==> src/rtl/uart_pkg.sv <==
// uart_pkg: shared constants for the serial link transmit/receive paths.
// State encoding, default frame geometry and counter width.
package uart_pkg;

    localparam int CNT_W            = 11;
    localparam int DEF_DATA_LENGTH  = 8;
    localparam int DEF_DUMMY_PERIOD = 5;

    typedef logic [2:0] state_t;

    localparam state_t ST_IDLE  = 3'd0;
    localparam state_t ST_START = 3'd1;
    localparam state_t ST_DATA  = 3'd2;
    localparam state_t ST_STOP  = 3'd3;

    // Terminal value of a 0-based counter that must cover n steps.
    function automatic logic [CNT_W-1:0] last_index(input int n);
        return CNT_W'(n - 1);
    endfunction

endpackage

==> src/rtl/bit_timer.sv <==
// bit_timer: counts 0..PERIOD-1 and strobes o_bit_end on the last count.
// Held at zero while i_clear is high; shared by transmit and receive paths.
module bit_timer
    import uart_pkg::*;
#(
    parameter int PERIOD = DEF_DUMMY_PERIOD
) (
    input  logic i_clk,
    input  logic i_rst,
    input  logic i_clear,
    output logic o_bit_end
);

    localparam logic [CNT_W-1:0] LAST = last_index(PERIOD);

    logic [CNT_W-1:0] r_count;

    assign o_bit_end = (r_count == LAST) && !i_clear;

    always_ff @(posedge i_clk) begin
        if (i_rst || i_clear) begin
            r_count <= '0;
        end else if (o_bit_end) begin
            r_count <= '0;
        end else begin
            r_count <= r_count + 1'b1;
        end
    end

endmodule

==> src/rtl/transmitter.sv <==
// transmitter: UART-style serial transmitter, line idles high.
// Sends start bit, data_length bits LSB first, then stop_bits stop bits.
module transmitter
    import uart_pkg::*;
#(
    parameter int data_length  = DEF_DATA_LENGTH,
    parameter int dummy_period = DEF_DUMMY_PERIOD,
    parameter int stop_bits    = 1
) (
    input  logic                   clk,
    input  logic                   prst,
    input  logic                   start,
    input  logic [data_length-1:0] parallel_in,
    output logic                   serial_out,
    output logic                   busy,
    output logic                   done
);

    localparam logic [CNT_W-1:0] LAST_BIT  = last_index(data_length);
    localparam logic [CNT_W-1:0] LAST_STOP = last_index(stop_bits);

    state_t                 r_state;
    state_t                 w_state_nxt;
    logic [data_length-1:0] r_shreg;
    logic [data_length-1:0] w_shreg_nxt;
    logic [data_length-1:0] w_shifted;
    logic [CNT_W-1:0]       r_idx;
    logic [CNT_W-1:0]       w_idx_nxt;
    logic                   r_serial;
    logic                   w_serial_nxt;
    logic                   r_busy;
    logic                   w_busy_nxt;
    logic                   r_done;
    logic                   w_done_nxt;
    logic                   w_bit_end;
    logic                   w_timer_clr;
    logic                   w_last_data;
    logic                   w_last_stop;

    assign w_timer_clr = (r_state == ST_IDLE);
    assign w_shifted   = r_shreg >> 1;
    assign w_last_data = w_bit_end && (r_idx == LAST_BIT);
    assign w_last_stop = w_bit_end && (r_idx == LAST_STOP);

    bit_timer #(
        .PERIOD (dummy_period)
    ) u_timer (
        .i_clk     (clk),
        .i_rst     (prst),
        .i_clear   (w_timer_clr),
        .o_bit_end (w_bit_end)
    );

    always_ff @(posedge clk) begin
        if (prst) begin
            r_state  <= ST_IDLE;
            r_shreg  <= '0;
            r_idx    <= '0;
            r_serial <= 1'b1;
            r_busy   <= 1'b0;
            r_done   <= 1'b0;
        end else begin
            r_state  <= w_state_nxt;
            r_shreg  <= w_shreg_nxt;
            r_idx    <= w_idx_nxt;
            r_serial <= w_serial_nxt;
            r_busy   <= w_busy_nxt;
            r_done   <= w_done_nxt;
        end
    end

    always_comb begin
        w_state_nxt = r_state;
        unique case (r_state)
            ST_IDLE: begin
                if (start) w_state_nxt = ST_START;
            end
            ST_START: begin
                if (w_bit_end) w_state_nxt = ST_DATA;
            end
            ST_DATA: begin
                if (w_last_data) w_state_nxt = ST_STOP;
            end
            ST_STOP: begin
                if (w_last_stop) begin
                    w_state_nxt = start ? ST_START : ST_IDLE;
                end
            end
            default: w_state_nxt = ST_IDLE;
        endcase
    end

    always_comb begin
        w_shreg_nxt  = r_shreg;
        w_idx_nxt    = r_idx;
        w_serial_nxt = r_serial;
        w_busy_nxt   = r_busy;
        w_done_nxt   = 1'b0;
        unique case (r_state)
            ST_IDLE: begin
                w_serial_nxt = 1'b1;
                w_busy_nxt   = 1'b0;
                if (start) begin
                    w_shreg_nxt  = parallel_in;
                    w_idx_nxt    = '0;
                    w_serial_nxt = 1'b0;
                    w_busy_nxt   = 1'b1;
                end
            end
            ST_START: begin
                if (w_bit_end) w_serial_nxt = r_shreg[0];
            end
            ST_DATA: begin
                if (w_last_data) begin
                    w_idx_nxt    = '0;
                    w_serial_nxt = 1'b1;
                end else if (w_bit_end) begin
                    w_shreg_nxt  = w_shifted;
                    w_serial_nxt = w_shifted[0];
                    w_idx_nxt    = r_idx + 1'b1;
                end
            end
            ST_STOP: begin
                // A held request restarts here so frames run back to back.
                if (w_last_stop) begin
                    w_done_nxt = 1'b1;
                    w_idx_nxt  = '0;
                    if (start) begin
                        w_shreg_nxt  = parallel_in;
                        w_serial_nxt = 1'b0;
                        w_busy_nxt   = 1'b1;
                    end else begin
                        w_busy_nxt = 1'b0;
                    end
                end else if (w_bit_end) begin
                    w_idx_nxt = r_idx + 1'b1;
                end
            end
            default: begin
                w_serial_nxt = 1'b1;
                w_busy_nxt   = 1'b0;
            end
        endcase
    end

    assign serial_out = r_serial;
    assign busy       = r_busy;
    assign done       = r_done;

endmodule

==> config.mk <==
export PLATFORM = sky130hd
export DESIGN_NAME = transmitter
export DESIGN_NICKNAME = d
export VERILOG_FILES = /design/src/rtl/uart_pkg.sv /design/src/rtl/bit_timer.sv /design/src/rtl/transmitter.sv
export SDC_FILE = /design/constraint.sdc
export NUM_CORES = 1
export LEC_CHECK = 0
export ABC_AREA = 1
export CAP_MARGIN = 5
export CORE_ASPECT_RATIO = 0.75
export CORE_MARGIN = 2
export CORE_UTILIZATION = 53
export CTS_CLUSTER_DIAMETER = 40
export DETAILED_ROUTE_END_ITERATION = 10
export GPL_TIMING_DRIVEN = 0
export PLACE_DENSITY_LB_ADDON = 0.2
export SYNTH_ARGS = -nofsm -noshare
export SYNTH_HDL_FRONTEND = slang
export SYNTH_SLANG_ARGS = --single-unit
export TNS_END_PERCENT = 50
==> constraint.sdc <==
create_clock -name clk -period 1.59 [get_ports clk]
set_input_delay 0.318 -clock clk [delete_from_list [all_inputs] [get_ports clk]]
set_output_delay 0.318 -clock clk [all_outputs]
set_load 0.1 [all_outputs]
==> impl_results.md <==
* Status: finished, violations left
* Failing checks: negative setup slack
* Finished Layout Cells at 417
* Clock sinks at 35
* Clock buffer count from CTS at 5
* Switch Pwr at 2.01 mW
* CP cell instances: inv_4 > ha_4 > nor2_4 > nand2_4 > inv_4 > nand2_8 > inv_6 > nand2_4 > nand2_8 > nand3_4 > buf_8 > nand2_2 > nand2_1 > nor2_1
* DR iter-0 viols at 203
* Bufs on Longest Clock Path at 2
* Largest cells by area after synthesis: dfxtp_1 (33%), nand2_1 (15%), nor2_1 (8.1%)
* Final nets at 383
* Max Cap Viol at 0
* Crit. End Element: flop
* Post-DP Area at 2350 um^2
* Root Driver: clkbuf_8
* Footprint of the multi-input gates at 1500 um^2
* Worst-path clk slew at 0.08 ns
* Seq pwr share at 25.2%
* Post-synth cell types at 38
* Post-synth ARST share at 0%
* Vert. Die Dim at 58.9 um
* Launch point of the worst path: r_state[0]
* Crit path largest cell delay at 0.36 ns
* Post-synth EDFFs at 0
* GRT Residual Overflow at 0
* Crit Path Class: flop to flop
* Die area at 4550 um^2
* Fmax at 584 MHz
* Crit start category: flop
* Clk network pwr share at 14.6%
* Largest net degree at the start of global routing at 12
* Final WL at 5680 um
* DRT antenna net count at 0
* Register area at 707 um^2
* Switch share at 45.6%
* Core footprint at 3760 um^2
* Finished Cell Area at 2930 um^2
* Complex-gate fraction of the synthesized area at 9.27%
* Max Clock Skew at 0.0148 ns
* # setup viols final at 24
* Main combinational cell family by area after synthesis: simple AND/OR/NAND/NOR gates
* N_diodes at 0
* Syn Std Cell Area at 2130 um^2
* Critical Path AT at 1.94 ns
* Cts hold-fix bufs at 0
* Hold Violations, Final at 0
* Pwr Density at 1500 nW/um^2
* Via density at 5.37
* CTS tree: yes
* Internal power component at 2.39 mW
* RSZ-0062 raised after global routing: yes
* Peak VDD IR at 0.900 mV
* Max-slew violations at 0
* Number of cell rows at 19
* PortBufs at 13
* Gpl congestion at 0.890
* DR vias at 2238
* Post-synthesis mux area share at 0%
* Delay-heaviest family, CP: simple AND/OR/NAND/NOR gates
* Die width at 77.2 um
* Post-synthesis sequential area ratio at 32.9%
* Half-perimeter wire length after placement at 3390 um
* Synth Flop Type: dfxtp_1
* Leak Pwr at 1.21 nW
* DR WL/cell at 13.6 um
* Placed Cells at 384
* H-tree levels at 2
* Simple-gate share of the synthesized area at 43.2%
* CP max FO at 7
* Fillers at 274
* Buf+Inv Stages, Crit Path at 4
* Dominant cell type by area after synthesis: dfxtp_1
* Vias in the first global route at 1912
* DRT Pass-1 Iters at 5
* Mean area per synthesized cell at 6.68 um^2
* Top Ports at 14
* YS warnings at 0
* Share of cells above drive strength 1 at 31.8%
* Syn Inst Count at 319
* Overall power at 4.40 mW
* Syn nets at 338
* First-pass GRT wire length at 8560 um
* Initial antenna violation count at 0
* Slowest-stage cell, CP: dfxtp_2
* Area growth, synth to finish at 37.6%
* Adder-Cell Fraction of Synth Area at 4.69%
* Reg-to-reg critical path startpoint: r_state[0]
* Initial Util at 56.8%
* DP Worst Slack at -0.585 ns
* Hold path startpoint: r_shreg[7]
* Yosys reg bits at 35
* Clk_lat worst skew at 0.29 ns
* Hold crit path type: flop to flop
* Final min period at 1.71 ns
* Slew @ Worst Pin at 0.669 ns
* Gate power share at 60.2%
* DRC at 0
* Fin worst setup slack at -0.124 ns
* XOR/XNOR share of the synthesized area at 0.822%
* Post-route core utilization at 78.1%
* WP data required at 1.82 ns
* Fraction of synthesized cell area taken by the top area cell type at 32.9%
* Final period utilization at 108%
* GRT Overall Usage at 23.7%
* Relative slew margins at 55.4%
-- metrics by stage --
step | TNS (ns) | hold WS, ns
after CTS | -0.540 | 0.472
final | -1.69 | 0.497
after detailed placement | -10.08 | 0.456
after global routing | -3.80 | 0.502
after global placement | -9.60 | 0.442
after floorplan | -0.522 | 0.395
-- cell usage after synthesis (2+ instances only) --
cell	instances
nand2_2	2
dfxtp_1	35
nand3b_1	2
or2_2	3
ha_1	8
nand3_1	28
o21ai_0	10
nor2_1	46
nand3_4	2
nand4_1	7
nand2_1	87
clkbuf_1	3
nor3_1	5
nor3b_1	2
a21oi_1	17
o211ai_1	2
inv_1	38
nand2_4	2
-- worst register-to-register path, delay by kind of cell (launching register included) --
family / cells / cell delay (ns)
adder cells (fa/ha/maj): 1 / 0.16
AND/OR/NAND/NOR: 9 / 0.73
buffers and inverters: 4 / 0.39
flip-flops: 1 / 0.36
-- routing by layer --
layer  track usage (%)  routed length, um  vias to the layer above  part of all wire, %
met5                 0                  0                        -                    0
met4              7.65                120                        0                  2.1
met3              4.75                368                       17                  6.5
met2              38.8               2670                       81                   47
met1              31.9               2510                     1024                   44
li1                  -                  -                     1116                    -
-- cells in the final DEF (no fill, tap or decap), types with 7 or more instances in the layout --
master / synthesis / layout
nand2_1: 87 / 79
nor2_1: 46 / 35
dfxtp_1: 35 / 30
inv_1: 38 / 28
nand3_1: 28 / 21
buf_4: 0 / 21
a21oi_1: 17 / 11
clkdlybuf4s50_1: 0 / 10
inv_2: 1 / 8
nor2_4: 1 / 8
nand4_1: 7 / 7
-- power groups by stage --
stage	sequential, mW	clock, mW	combinational (mW)
after floorplan	1.23	0	1.21
after global placement	1.12	0	1.67
after detailed placement	1.12	0	1.70
after CTS	1.09	0.652	2.18
after global routing	1.12	0.685	2.85
final	1.11	0.641	2.65
-- cells by family (layout without fill, tap and decap cells) --
logic type,count (synthesis),after routing
buf+inv,47,93
fa+ha+maj,8,8
flops,35,35
xor+xnor,2,2
compound gates,34,34
simple gates,193,193
-- path summary, 6_finish.rpt --
kind                              endpoint  slack, ns  depth (start not counted)
worst min-delay path            r_shreg[7]       0.50                          2
worst max-delay path            r_shreg[6]      -0.12                         14
worst min register to register  r_shreg[7]       0.50                          2
worst max register to register  r_shreg[6]      -0.12                         14
-- flip-flops by register name, indices dropped and copies added, names as in the netlist --
register and flops:
r_idx 11, u_timer.r_count 11, r_shreg 8, r_state 2
busy 1, done 1, serial_out 1
-- area by class of cell --
| cell class | instances | area share, % |
|---|---|---|
| multi-input combinational | 237 | 51.1 |
| sequential | 35 | 24.1 |
| timing repair buffer | 38 | 12.1 |
| inverter | 40 | 5.59 |
| clock buffer | 6 | 2.47 |
| tap | 52 | 2.22 |
| buffer | 7 | 2.01 |
| clock inverter | 2 | 0.427 |
-- what timing repair did --
item	in CTS	in global routing
setup endpoints to repair	36	24
setup buffers	17	7
gates cloned	1	0
pin swaps	11	8
gates resized for setup	49	46
(Power assumes the default switching activity.)
==> edit: new RTL, same settings <==
The package constant `CNT_W` goes from 11 to 22.
--- a/src/rtl/uart_pkg.sv
+++ b/src/rtl/uart_pkg.sv
@@ -4,3 +4,3 @@
 
-    localparam int CNT_W            = 11;
+    localparam int CNT_W            = 22;
     localparam int DEF_DATA_LENGTH  = 8;
Function: same outputs for any inputs over 10 cycles, from zero or initial values and one cycle with prst high; that may be too few to reach the edited logic, so the function may still have changed.
==> edit against the unedited design <==
The run still ends with negative setup slack left. Clock power grew 110%. Power grew 36%. Routed wire length grew 80%. Sequential power grew 48%. Worst setup slack lost 0.13 ns. Final area grew 66%. Sequential cell count grew 22. Area after synthesis grew 70%. Critical path type unchanged. Largest power group unchanged.
==> edit: results (changes against the unedited design) <==
metric;value;unit;change
status;finished, violations left;;unchanged
failing checks;negative setup slack;;unchanged
largest net degree at the start of global routing;11;;was 12
Synth Area in XOR/XNOR;0.0338;;was 0.00822
Clock Latency Late Sink;0.35;ns;was 0.29 ns
setup violators final;39;;was 24
Worst slew margin;0.522;;was 0.554
Yosys top cell area share;0.314;;was 0.329
post-CTS setup buffer count;27;;was 17
Fillers;541;;was 274
All-Layer GR Usage;0.271;;was 0.237
Total Nets Final;646;;was 383
Max IR drop VDD;1330;µV;was 900 µV
cts repair resizes;67;;was 49
htree depth;3;;was 2
Hold Crit Class;flop to flop;;unchanged
leakage power;0.00191;µW;was 0.00121 µW
GR Layer Usage met2;0.431;;was 0.388
Cells after Synth;569;;was 319
largest registers;r_idx x22, u_timer.r_count x22, r_shreg x8;;was r_idx x11, u_timer.r_count x11, r_shreg x8
Post-synth top cells;161 x nand2_1, 85 x nor2_1, 57 x dfxtp_1;;was 87 x nand2_1, 46 x nor2_1, 38 x inv_1
number of library cell types mapped by synthesis;38;;unchanged
total number of vias;3892;;was 2238
Final Wtd Congestion;0.946;;was 0.890
final setup margin;-0.250;ns;was -0.124 ns
Bufs on Longest Clock Path;2;;unchanged
Sw Pwr;2460;µW;was 2010 µW
Max Used Layer;met4;;unchanged
met3 GRT Util;0.0670;;was 0.0475
worst r2r src;r_state[1];;was r_state[0]
initial antenna violation count;0;;unchanged
Metal-1 WL;4660;µm;was 2510 µm
Final Skew;0.00985;ns;was 0.0148 ns
Post-Place Worst Slack;-0.550;ns;was -0.585 ns
met1 Resource Use GR;0.365;;was 0.319
Routed Wire Length;10200;µm;was 5680 µm
worst-path maximum fanout;8;;was 7
Startpoint Class;flop;;unchanged
layout cells sized above 1;0.294;;was 0.318
Placed Cells incl. Taps;666;;was 384
syn_nets;588;;was 338
Clock power frac;0.221;;was 0.146
slowest CP cell;dfxtp_2;;unchanged
port bufs;13;;unchanged
R2R depth;13;;was 14
crit path capture;r_shreg[7];;was r_shreg[6]
vias in the first global route;3491;;was 1912
DRT iter0 DRCs;299;;was 203
met3 WL;719;µm;was 368 µm
Combinational Power;3010;µW;was 2650 µW
Arr. time, crit path;2.05;ns;was 1.94 ns
first-pass GRT wire length;16100;µm;was 8560 µm
largest cells by area after synthesis;dfxtp_1 31%, nand2_1 17%, nor2_1 8.8%;;was dfxtp_1 33%, nand2_1 15%, nor2_1 8.1%
post-DP HPWL;6290;µm;was 3390 µm
sequential fraction of the synthesis area;0.314;;was 0.329
vias per cell;5.45;;was 5.37
CTS Buf Count;9;;was 5
post-synthesis adder-cell area fraction;0.0276;;was 0.0469
Met2 Routed Length;4700;µm;was 2670 µm
Compound-Gate Fraction of Synth Area;0.0892;;was 0.0927
[edit: cell count changes in the layout (fill, tap and decap cells not counted), moves of 9 or more]
cell,delta
a21oi_1,+14
a21oi_2,+10
nor2_2,+14
nand2_1,+69
dfxtp_1,+19
nor2_1,+33
nand2_2,+10
xor2_1,+12
inv_1,+21
nand3_2,+11
nand4_1,+9
[edit: kinds of logic (layout without fill, tap and decap cells)]
kind of cell,count (synthesis),count (layout)
compound gates,58,58
xor+xnor,14,14
fa+ha+maj,8,8
buf+inv,74,134
flops,57,57
simple gates,358,359
[edit: area by class of cell]
| class | count | share of cell area |
|---|---|---|
| Tap cell | 84 | 0.0216 |
| Timing Repair Buffer | 47 | 0.0909 |
| Multi-Input combinational cell | 439 | 0.539 |
| Sequential cell | 57 | 0.238 |
| Clock inverter | 4 | 0.00927 |
| Buffer | 16 | 0.0286 |
| Inverter | 57 | 0.0448 |
| Clock buffer | 10 | 0.0283 |
[edit: worst min-delay path by stage]
stage          startpoint    endpoint  slack, ns  depth (start not counted)
6_report       r_shreg[1]  r_shreg[1]       0.47                          2
5_1_grt        r_shreg[3]  r_shreg[3]       0.49                          2
4_1_cts        r_shreg[0]  r_shreg[0]       0.47                          2
3_5_place_dp   serial_out  serial_out       0.45                          2
3_3_place_gp   serial_out  serial_out       0.45                          2
2_1_floorplan        prst        done       0.39                          1
[edit: through the flow]
step | utilization | area (µm²) | setup TNS, ns | total power, µW | hold slack, ns
after global placement | 0.580 | 3900 | -15.09 | 3470 | 0.450
after global routing | 0.721 | 4860 | -10.82 | 6240 | 0.488
final | 0.721 | 4860 | -7.09 | 5970 | 0.474
after detailed placement | 0.580 | 3900 | -16.90 | 3510 | 0.452
after floorplan | - | 3670 | -0.766 | 3060 | 0.395
after CTS | 0.679 | 4580 | -4.32 | 5600 | 0.470
